$ cat config.mk
export PLATFORM = sky130hd
export DESIGN_NAME = adc_frame_scheduler_flat
export DESIGN_NICKNAME = d
export VERILOG_FILES = /design/src/rtl/acq_frame_pkg.sv /design/src/rtl/adc_frame_scheduler_if.sv /design/src/rtl/adc_sample_collector.sv /design/src/rtl/adc_frame_scheduler.sv /design/src/flat_wrapper.sv
export SDC_FILE = /design/constraint.sdc
export NUM_CORES = 1
export LEC_CHECK = 0
export BUFFER_PORTS_ARGS = -buffer_cell sky130_fd_sc_hd__buf_2
export CAP_MARGIN = 20
export CELL_PAD_IN_SITES_DETAIL_PLACEMENT = 0
export CELL_PAD_IN_SITES_GLOBAL_PLACEMENT = 1
export CORE_MARGIN = 4
export CORE_UTILIZATION = 40
export CTS_CLUSTER_SIZE = 12
export DETAILED_ROUTE_END_ITERATION = 10
export HOLD_SLACK_MARGIN = 0.02
export PLACE_DENSITY = 0.75
export SKIP_LAST_GASP = 1
export SYNTH_ARGS = -nofsm -noshare
export SYNTH_HDL_FRONTEND = slang
export SYNTH_SLANG_ARGS = --single-unit
$ cat constraint.sdc
create_clock -name clk -period 3.2 [get_ports clk]
set_input_delay 0.64 -clock clk [delete_from_list [all_inputs] [get_ports clk]]
set_output_delay 0.64 -clock clk [all_outputs]
set_load 0.05 [all_outputs]
$ cat src/rtl/acq_frame_pkg.sv
// Shared constants, frame geometry and FSM encoding for the ADC frame scheduler.
package acq_frame_pkg;

  localparam int unsigned NUM_CH       = 4;
  localparam int unsigned BYTE_W       = 8;
  localparam logic [7:0]  SYNC_DEFAULT = 8'hA5;
  localparam int unsigned FRAME_LEN    = 1 + 2 * NUM_CH;
  localparam int unsigned FRAME_LEN_CK = FRAME_LEN + 1;
  localparam int unsigned IDX_W        = 4;

  typedef enum logic [2:0] {
    ST_IDLE,
    ST_LOAD,
    ST_SEND,
    ST_WAIT_ACK,
    ST_WAIT_DONE
  } fsm_state_t;

endpackage

$ cat src/rtl/adc_frame_scheduler_if.sv
// UART transmit byte interface; the scheduler is the master and the UART the slave.
interface adc_frame_scheduler_if;
  import acq_frame_pkg::*;

  logic [BYTE_W-1:0] tx_data;
  logic              tx_en;
  logic              tx_write_en;
  logic              tx_ready;

  modport master (output tx_data, output tx_en, output tx_write_en, input tx_ready);
  modport slave  (input tx_data, input tx_en, input tx_write_en, output tx_ready);

endinterface

$ cat src/rtl/adc_sample_collector.sv
// Per-channel sample latches and valid bits, complete-set detection and the frame snapshot.
module adc_sample_collector
  import acq_frame_pkg::*;
#(
  parameter int unsigned SAMPLE_W = 10
) (
  input  logic                              clk,
  input  logic                              reset_b,
  input  logic [NUM_CH*SAMPLE_W-1:0]        ch_data,
  input  logic [NUM_CH-1:0]                 ch_ready,
  input  logic                              take,
  output logic                              complete_c,
  output logic [NUM_CH-1:0][SAMPLE_W-1:0]   snap
);

  logic [NUM_CH-1:0]                valid;
  logic [NUM_CH-1:0][SAMPLE_W-1:0]  samples;
  logic [NUM_CH-1:0][SAMPLE_W-1:0]  ch_vec;

  assign ch_vec     = ch_data;
  assign complete_c = &valid;

  // A complete set clears the valid bits; pulses on that same edge start the next set.
  always_ff @(posedge clk or negedge reset_b) begin
    if (!reset_b) begin
      valid   <= '0;
      samples <= '0;
      snap    <= '0;
    end else begin
      valid <= complete_c ? ch_ready : (valid | ch_ready);
      for (int k = 0; k < NUM_CH; k++) begin
        if (ch_ready[k]) samples[k] <= ch_vec[k];
      end
      if (take) snap <= samples;
    end
  end

endmodule

$ cat src/rtl/adc_frame_scheduler.sv
// Schedules one ADC sample set per frame onto the UART byte interface.
// Define FRAME_CHECKSUM_EN to append an XOR checksum of bytes 1..8 as a 10th byte.
module adc_frame_scheduler
  import acq_frame_pkg::*;
#(
  parameter int unsigned SAMPLE_W = 10,
  parameter int unsigned DECIM    = 1,
  parameter int unsigned ACK_TO   = 4096,
  parameter logic [7:0]  SYNC     = SYNC_DEFAULT
) (
  input  logic                       clk,
  input  logic                       reset_b,
  input  logic                       stream_en,
  input  logic [NUM_CH*SAMPLE_W-1:0] ch_data,
  input  logic [NUM_CH-1:0]          ch_ready,
  adc_frame_scheduler_if.master      tx,
  output logic                       busy,
  output logic [15:0]                frame_count,
  output logic [7:0]                 overrun_count,
  output logic                       tx_timeout
);

`ifdef FRAME_CHECKSUM_EN
  localparam int unsigned FRAME_BYTES = FRAME_LEN_CK;
`else
  localparam int unsigned FRAME_BYTES = FRAME_LEN;
`endif
  localparam int unsigned ACK_W    = 16;
  localparam int unsigned DEC_W    = 8;
  localparam logic [IDX_W-1:0] LAST_IDX = IDX_W'(FRAME_BYTES - 1);

  fsm_state_t                        state, state_next;
  logic [IDX_W-1:0]                  idx, idx_next;
  logic [ACK_W-1:0]                  ack_cnt, ack_cnt_next;
  logic [DEC_W-1:0]                  dec_cnt;
  logic                              complete_c, take_c, frame_done_c, timeout_c;
  logic                              strobe_next, busy_next, load_data_c;
  logic [NUM_CH-1:0][SAMPLE_W-1:0]   snap;
  logic [1:0]                        ch_sel;
  logic [SAMPLE_W-1:0]               samp;
  logic [7:0]                        mux_byte_c;

  assign take_c = complete_c && stream_en && (state == ST_IDLE) && (dec_cnt == DEC_W'(DECIM - 1));

  adc_sample_collector #(.SAMPLE_W(SAMPLE_W)) u_collector (
    .clk        (clk),
    .reset_b    (reset_b),
    .ch_data    (ch_data),
    .ch_ready   (ch_ready),
    .take       (take_c),
    .complete_c (complete_c),
    .snap       (snap)
  );

  // Next-state, byte index and ack-timeout counter.
  always_comb begin
    state_next   = state;
    idx_next     = idx;
    ack_cnt_next = ack_cnt;
    frame_done_c = 1'b0;
    timeout_c    = 1'b0;
    case (state)
      ST_IDLE: begin
        if (take_c) begin
          state_next = ST_LOAD;
          idx_next   = '0;
        end
      end
      ST_LOAD: begin
        idx_next   = '0;
        state_next = ST_SEND;
      end
      ST_SEND: begin
        ack_cnt_next = '0;
        state_next   = ST_WAIT_ACK;
      end
      ST_WAIT_ACK: begin
        if (!tx.tx_ready) begin
          state_next = ST_WAIT_DONE;
        end else if (ack_cnt == ACK_W'(ACK_TO - 1)) begin
          state_next = ST_IDLE;
          timeout_c  = 1'b1;
        end else begin
          ack_cnt_next = ack_cnt + ACK_W'(1);
        end
      end
      ST_WAIT_DONE: begin
        if (tx.tx_ready) begin
          if (idx == LAST_IDX) begin
            state_next   = ST_IDLE;
            frame_done_c = 1'b1;
          end else begin
            idx_next   = idx + IDX_W'(1);
            state_next = ST_SEND;
          end
        end
      end
      default: state_next = ST_IDLE;
    endcase
  end

  // Output decode from the next state so the registered outputs line up with the state.
  always_comb begin
    strobe_next = (state_next == ST_SEND);
    busy_next   = (state_next != ST_IDLE);
    load_data_c = (state_next == ST_LOAD) || (state_next == ST_SEND);
  end

`ifdef FRAME_CHECKSUM_EN
  logic [7:0] checksum_c;
  always_comb begin
    checksum_c = '0;
    for (int k = 0; k < NUM_CH; k++) begin
      checksum_c = checksum_c ^ {2'(k), 6'(snap[k] >> 8)} ^ 8'(snap[k]);
    end
  end
`endif

  // Byte mux: odd indices carry {channel, high sample bits}, even indices the low byte.
  always_comb begin
    ch_sel     = 2'((idx_next - IDX_W'(1)) >> 1);
    samp       = snap[ch_sel];
    mux_byte_c = SYNC;
    if ((idx_next != '0) && (idx_next <= IDX_W'(2 * NUM_CH))) begin
      mux_byte_c = idx_next[0] ? {ch_sel, 6'(samp >> 8)} : 8'(samp);
    end
`ifdef FRAME_CHECKSUM_EN
    else if (idx_next == IDX_W'(FRAME_LEN)) begin
      mux_byte_c = checksum_c;
    end
`endif
  end

  always_ff @(posedge clk or negedge reset_b) begin
    if (!reset_b) begin
      state          <= ST_IDLE;
      idx            <= '0;
      ack_cnt        <= '0;
      tx.tx_data     <= '0;
      tx.tx_en       <= 1'b0;
      tx.tx_write_en <= 1'b0;
      busy           <= 1'b0;
    end else begin
      state          <= state_next;
      idx            <= idx_next;
      ack_cnt        <= ack_cnt_next;
      tx.tx_en       <= strobe_next;
      tx.tx_write_en <= strobe_next;
      busy           <= busy_next;
      if (load_data_c) tx.tx_data <= mux_byte_c;
    end
  end

  // Decimation, frame/overrun counters and the sticky timeout flag.
  always_ff @(posedge clk or negedge reset_b) begin
    if (!reset_b) begin
      dec_cnt       <= '0;
      frame_count   <= '0;
      overrun_count <= '0;
      tx_timeout    <= 1'b0;
    end else begin
      if (!stream_en) begin
        dec_cnt <= '0;
      end else if (complete_c && (state == ST_IDLE)) begin
        dec_cnt <= take_c ? '0 : dec_cnt + DEC_W'(1);
      end
      if (complete_c && stream_en && (state != ST_IDLE) && (overrun_count != 8'hFF)) begin
        overrun_count <= overrun_count + 8'd1;
      end
      if (frame_done_c) frame_count <= frame_count + 16'd1;
      if (timeout_c)    tx_timeout  <= 1'b1;
    end
  end

endmodule

$ cat src/flat_wrapper.sv
// flat-port wrapper written by rule: the top's interface ports become plain ports
module adc_frame_scheduler_flat import acq_frame_pkg::*;
#(
  parameter int unsigned SAMPLE_W = 10,
  parameter int unsigned DECIM    = 1,
  parameter int unsigned ACK_TO   = 4096,
  parameter logic [7:0]  SYNC     = SYNC_DEFAULT
)
  (clk, reset_b, stream_en, ch_data, ch_ready, busy, frame_count, overrun_count, tx_timeout, tx_tx_data, tx_tx_en, tx_tx_write_en, tx_tx_ready);
  adc_frame_scheduler_if tx_i ();
  input  logic clk;
  input  logic reset_b;
  input  logic stream_en;
  input  logic [NUM_CH*SAMPLE_W-1:0] ch_data;
  input  logic [NUM_CH-1:0] ch_ready;
  output logic busy;
  output logic [15:0] frame_count;
  output logic [7:0] overrun_count;
  output logic tx_timeout;
  output wire logic [$bits(tx_i.tx_data)-1:0] tx_tx_data;
  output wire logic [$bits(tx_i.tx_en)-1:0] tx_tx_en;
  output wire logic [$bits(tx_i.tx_write_en)-1:0] tx_tx_write_en;
  input wire logic [$bits(tx_i.tx_ready)-1:0] tx_tx_ready;
  assign tx_tx_data = tx_i.tx_data;
  assign tx_tx_en = tx_i.tx_en;
  assign tx_tx_write_en = tx_i.tx_write_en;
  assign tx_i.tx_ready = tx_tx_ready;
  adc_frame_scheduler #(.SAMPLE_W(SAMPLE_W), .DECIM(DECIM), .ACK_TO(ACK_TO), .SYNC(SYNC)) u_core (.clk(clk), .reset_b(reset_b), .stream_en(stream_en), .ch_data(ch_data), .ch_ready(ch_ready), .tx(tx_i), .busy(busy), .frame_count(frame_count), .overrun_count(overrun_count), .tx_timeout(tx_timeout));
endmodule
==> summary.md <==
| Metric | Value |
|---|---|
| Worst slew pin tran | `0.621 ns` |
| Clock sink total | `150` |
| Async SR Flop Fraction | `100%` |
| CP Max Fanout | `7` |
| Cts hold-fix bufs | `0` |
| R2R Setup Slk | `0.15 ns` |
| Power density over the cells | `848 mW/mm2` |
| Sequential share of power | `39.3%` |
| Num rows | `46` |
| Status | `complete, no violations` |
| Switch share | `31.6%` |
| GRT Util Overall | `16.2%` |
| Worst slew margin | `58.6%` |
| R2R depth | `11` |
| Hpwl dp | `10.2 mm` |
| Int Pwr | `4.68 mW` |
| Setup_tns | `0 ns` |
| Die area | `0.0188 mm2` |
| Routed Antenna Nets | `0` |
| Fillers | `1434` |
| Core footprint | `0.0161 mm2` |
| Max clock buf depth | `2` |
| DR vias | `4487` |
| Commonest non-fill, non-tap cell in the layout | `dfrtp_1` |
| Worst skew pair latency | `0.42 ns` |
| Initial core utilization | `41.4%` |
| Grt total ovfl | `0` |
| Final Wtd Congestion | `0.829` |
| Antenna violations before repair | `0` |
| Min-Delay Path Class | `in2async` |
| Seq cells post-synth | `150` |
| Metal2 WL | `7.13 mm` |
| Die Span Y | `137 um` |
| Fin. max-slew vios | `0` |
| Sequential area share after synthesis | `56.3%` |
| Wirelength per Cell | `16.5 um` |
| Final WL | `14.2 mm` |
| Top Layer Used | `met4` |
| Tmin final | `3.05 ns` |
| Layout cell share with drive strength beyond 1 | `36.1%` |
| Reg2reg end | `u_core.tx.tx_data[6]$_DFFE_PN0P_` |
| Vias in the first global route | `4638` |
| Req. time, crit path | `3.50 ns` |
| CTS tree | `done` |
| Cells after Synth | `537` |
| P_sw | `2.16 mW` |
| Hold WS | `0.197 ns` |
| I/O Pins | `84` |
| Design area | `0.00807 mm2` |
| Area delta synth->final | `21.0%` |
| Clock Tree Root | `clkbuf_16` |
| Arrival time worst endpoint | `3.35 ns` |
| H-tree levels | `4` |
| Ys Warns | `0` |
| Number of synthesized flops with an enable pin | `0` |
| First-pass GRT wire length | `23.7 mm` |
| IO Port Bufs | `83` |
| Synth unique cells | `56` |
| Fin nets | `687` |
| Design Power | `6.84 mW` |
| Ys flop type | `dfrtp_1` |
| Commonest cells after routing, fill and taps aside | `dfrtp_1, mux2_2, buf_2` |
| Max cap viols | `0` |
| Fin. Hold Viols | `0` |
| Chip Width | `137 um` |
| Via-per-instance ratio | `5.21` |
| Peak supply drop | `0.475 mV` |
| DRC viols | `0` |
| Largest net degree at the start of global routing | `64` |
| Starting DRC count in detailed routing | `183` |
| Clk_skew | `0.0158 ns` |
| CTS buffer count | `17` |
| Leak | `3.72 nW` |
| Mapped Nets | `592` |
| CP Class | `reg2reg` |
| Final setup violation count | `0` |
| Critical Path Source Type | `flip-flop` |
| Drt pass-1 iters | `4` |
| Post-Route M1 WL | `6.25 mm` |
| Ant. Diodes | `0` |
| Combinational Power Share | `28.9%` |
| Achievable clock frequency | `328 MHz` |
| Clock network fraction of total power | `31.8%` |
| Reg clk slew, reported paths | `0.06 ns` |
| Syn_area_per_cell | `12.4 um2` |
| Metal3 WL | `586 um` |
| Utilization after layout | `50.0%` |
| Post-DP Area | `0.00738 mm2` |
| Reg2reg start | `u_core.dec_cnt[0]$_DFFE_PN0P_` |
| Tcrit/Tclk final | `95.4%` |
| Synthesized cell area | `0.00667 mm2` |
| Crit. End Element | `flip-flop` |
## per-stage QoR
| step | setup WS (ns) | instances |
|---|---|---|
| 3_3_place_gp | 0.241 | 826 |
| 3_5_place_dp | 0.169 | 826 |
| 2_1_floorplan | 0.287 | 537 |
| 4_1_cts | 0.143 | 858 |
| 5_1_grt | -0.0223 | 861 |
| 6_report | 0.148 | 861 |
## sequential cells by signal, indices dropped and copies added (netlist names), 3 cells and up
name                        count
u_core.frame_count             16
u_core.dec_cnt                  8
u_core.overrun_count            8
u_core.u_collector.samples     40
u_core.state                    3
u_core.idx                      4
u_core.tx.tx_data               8
u_core.ack_cnt                 16
u_core.u_collector.valid        4
u_core.u_collector.snap        40
## power groups by stage
stage               logic [mW]  registers [mW]  clock network (mW)
floorplan                 1.28            2.81                   0
global placement          1.90            2.71                   0
detailed placement        1.96            2.73                   0
CTS                       1.97            2.70                2.22
global route              2.17            2.74                2.30
finish                    1.97            2.69                2.18
## critical path: stages (launching register included)
cell and delay [ns]:
dfrtp_1 0.41, inv_1 0.07, ha_1 0.13, or4b_4 0.49, o41ai_4 0.49, a41o_4 0.34
inv_4 0.06, nor3_4 0.20, xor2_1 0.10, and2_1 0.18, and3_1 0.18, a221o_1 0.25
## cell usage after synthesis (2+ instances only)
cell type,n,area share [%]
a21o_1,5,0.56
nor2_1,31,1.7
o21ai_1,2,0.15
inv_1,12,0.68
mux2_2,88,15
a22o_1,2,0.26
nand4_1,10,0.94
o21bai_1,2,0.23
nand2_1,30,1.7
and3_1,17,1.6
a31oi_1,5,0.47
clkbuf_1,15,0.84
mux4_2,4,1.4
or3_1,2,0.19
ha_1,7,1.3
and2_1,4,0.38
a21oi_1,12,0.90
o31ai_1,2,0.23
xnor2_1,19,2.5
buf_4,3,0.34
buf_1,2,0.11
nand3_1,18,1.4
o21ai_0,22,1.7
buf_2,2,0.15
dfrtp_1,150,56
nor3_1,4,0.30
mux2i_1,6,0.90
nand2b_1,8,0.75
and4_1,5,0.66
nor4_1,2,0.19
or2_2,2,0.19
xor2_1,20,2.6
## logic make-up after synthesis
| family | Yosys count | share of synthesized area [%] |
|---|---|---|
| simple gates | 140 | 11.1 |
| buf+inv | 36 | 2.27 |
| mux | 98 | 17.1 |
| compound gates | 67 | 6.81 |
| xor+xnor | 39 | 5.12 |
| flops | 150 | 56.3 |
| fa+ha+maj | 7 | 1.31 |
## worst max-delay path by stage
stage | startpoint | endpoint | slack (ns) | cells past startpoint
finish | u_core.dec_cnt[0]$_DFFE_PN0P_ | u_core.tx.tx_data[6]$_DFFE_PN0P_ | 0.15 | 11
global route | u_core.dec_cnt[0]$_DFFE_PN0P_ | u_core.tx.tx_data[3]$_DFFE_PN0P_ | -0.02 | 10
detailed placement | u_core.dec_cnt[0]$_DFFE_PN0P_ | u_core.tx.tx_data[3]$_DFFE_PN0P_ | 0.17 | 10
global placement | u_core.dec_cnt[0]$_DFFE_PN0P_ | u_core.tx.tx_data[3]$_DFFE_PN0P_ | 0.24 | 10
floorplan | u_core.dec_cnt[0]$_DFFE_PN0P_ | u_core.tx.tx_data[6]$_DFFE_PN0P_ | 0.29 | 12
CTS | u_core.dec_cnt[0]$_DFFE_PN0P_ | u_core.tx.tx_data[4]$_DFFE_PN0P_ | 0.14 | 10
## metal layers
layer	global-route usage [%]	vias up
met4	5.54	0
met1	20.6	2283
met5	0	-
met2	26.9	96
li1	-	2089
met3	4.19	19
## area by class of cell
| type | instances | area (um2) | share of cell area, % |
|---|---|---|---|
| Sequential cell | 150 | 3750 | 46.5 |
| Multi-Input combinational cell | 351 | 2780 | 34.5 |
| Timing Repair Buffer | 98 | 559 | 6.93 |
| Clock buffer | 20 | 447 | 5.54 |
| Tap cell | 216 | 270 | 3.35 |
| Clock inverter | 12 | 201 | 2.50 |
| Inverter | 14 | 55.1 | 0.683 |
## timing repair
action / CTS / global route
resized for setup: 0 / 2
setup buffers: 0 / 3
endpoints found under the setup margin: 0 / 5
Power figures use the tool's default switching activity.
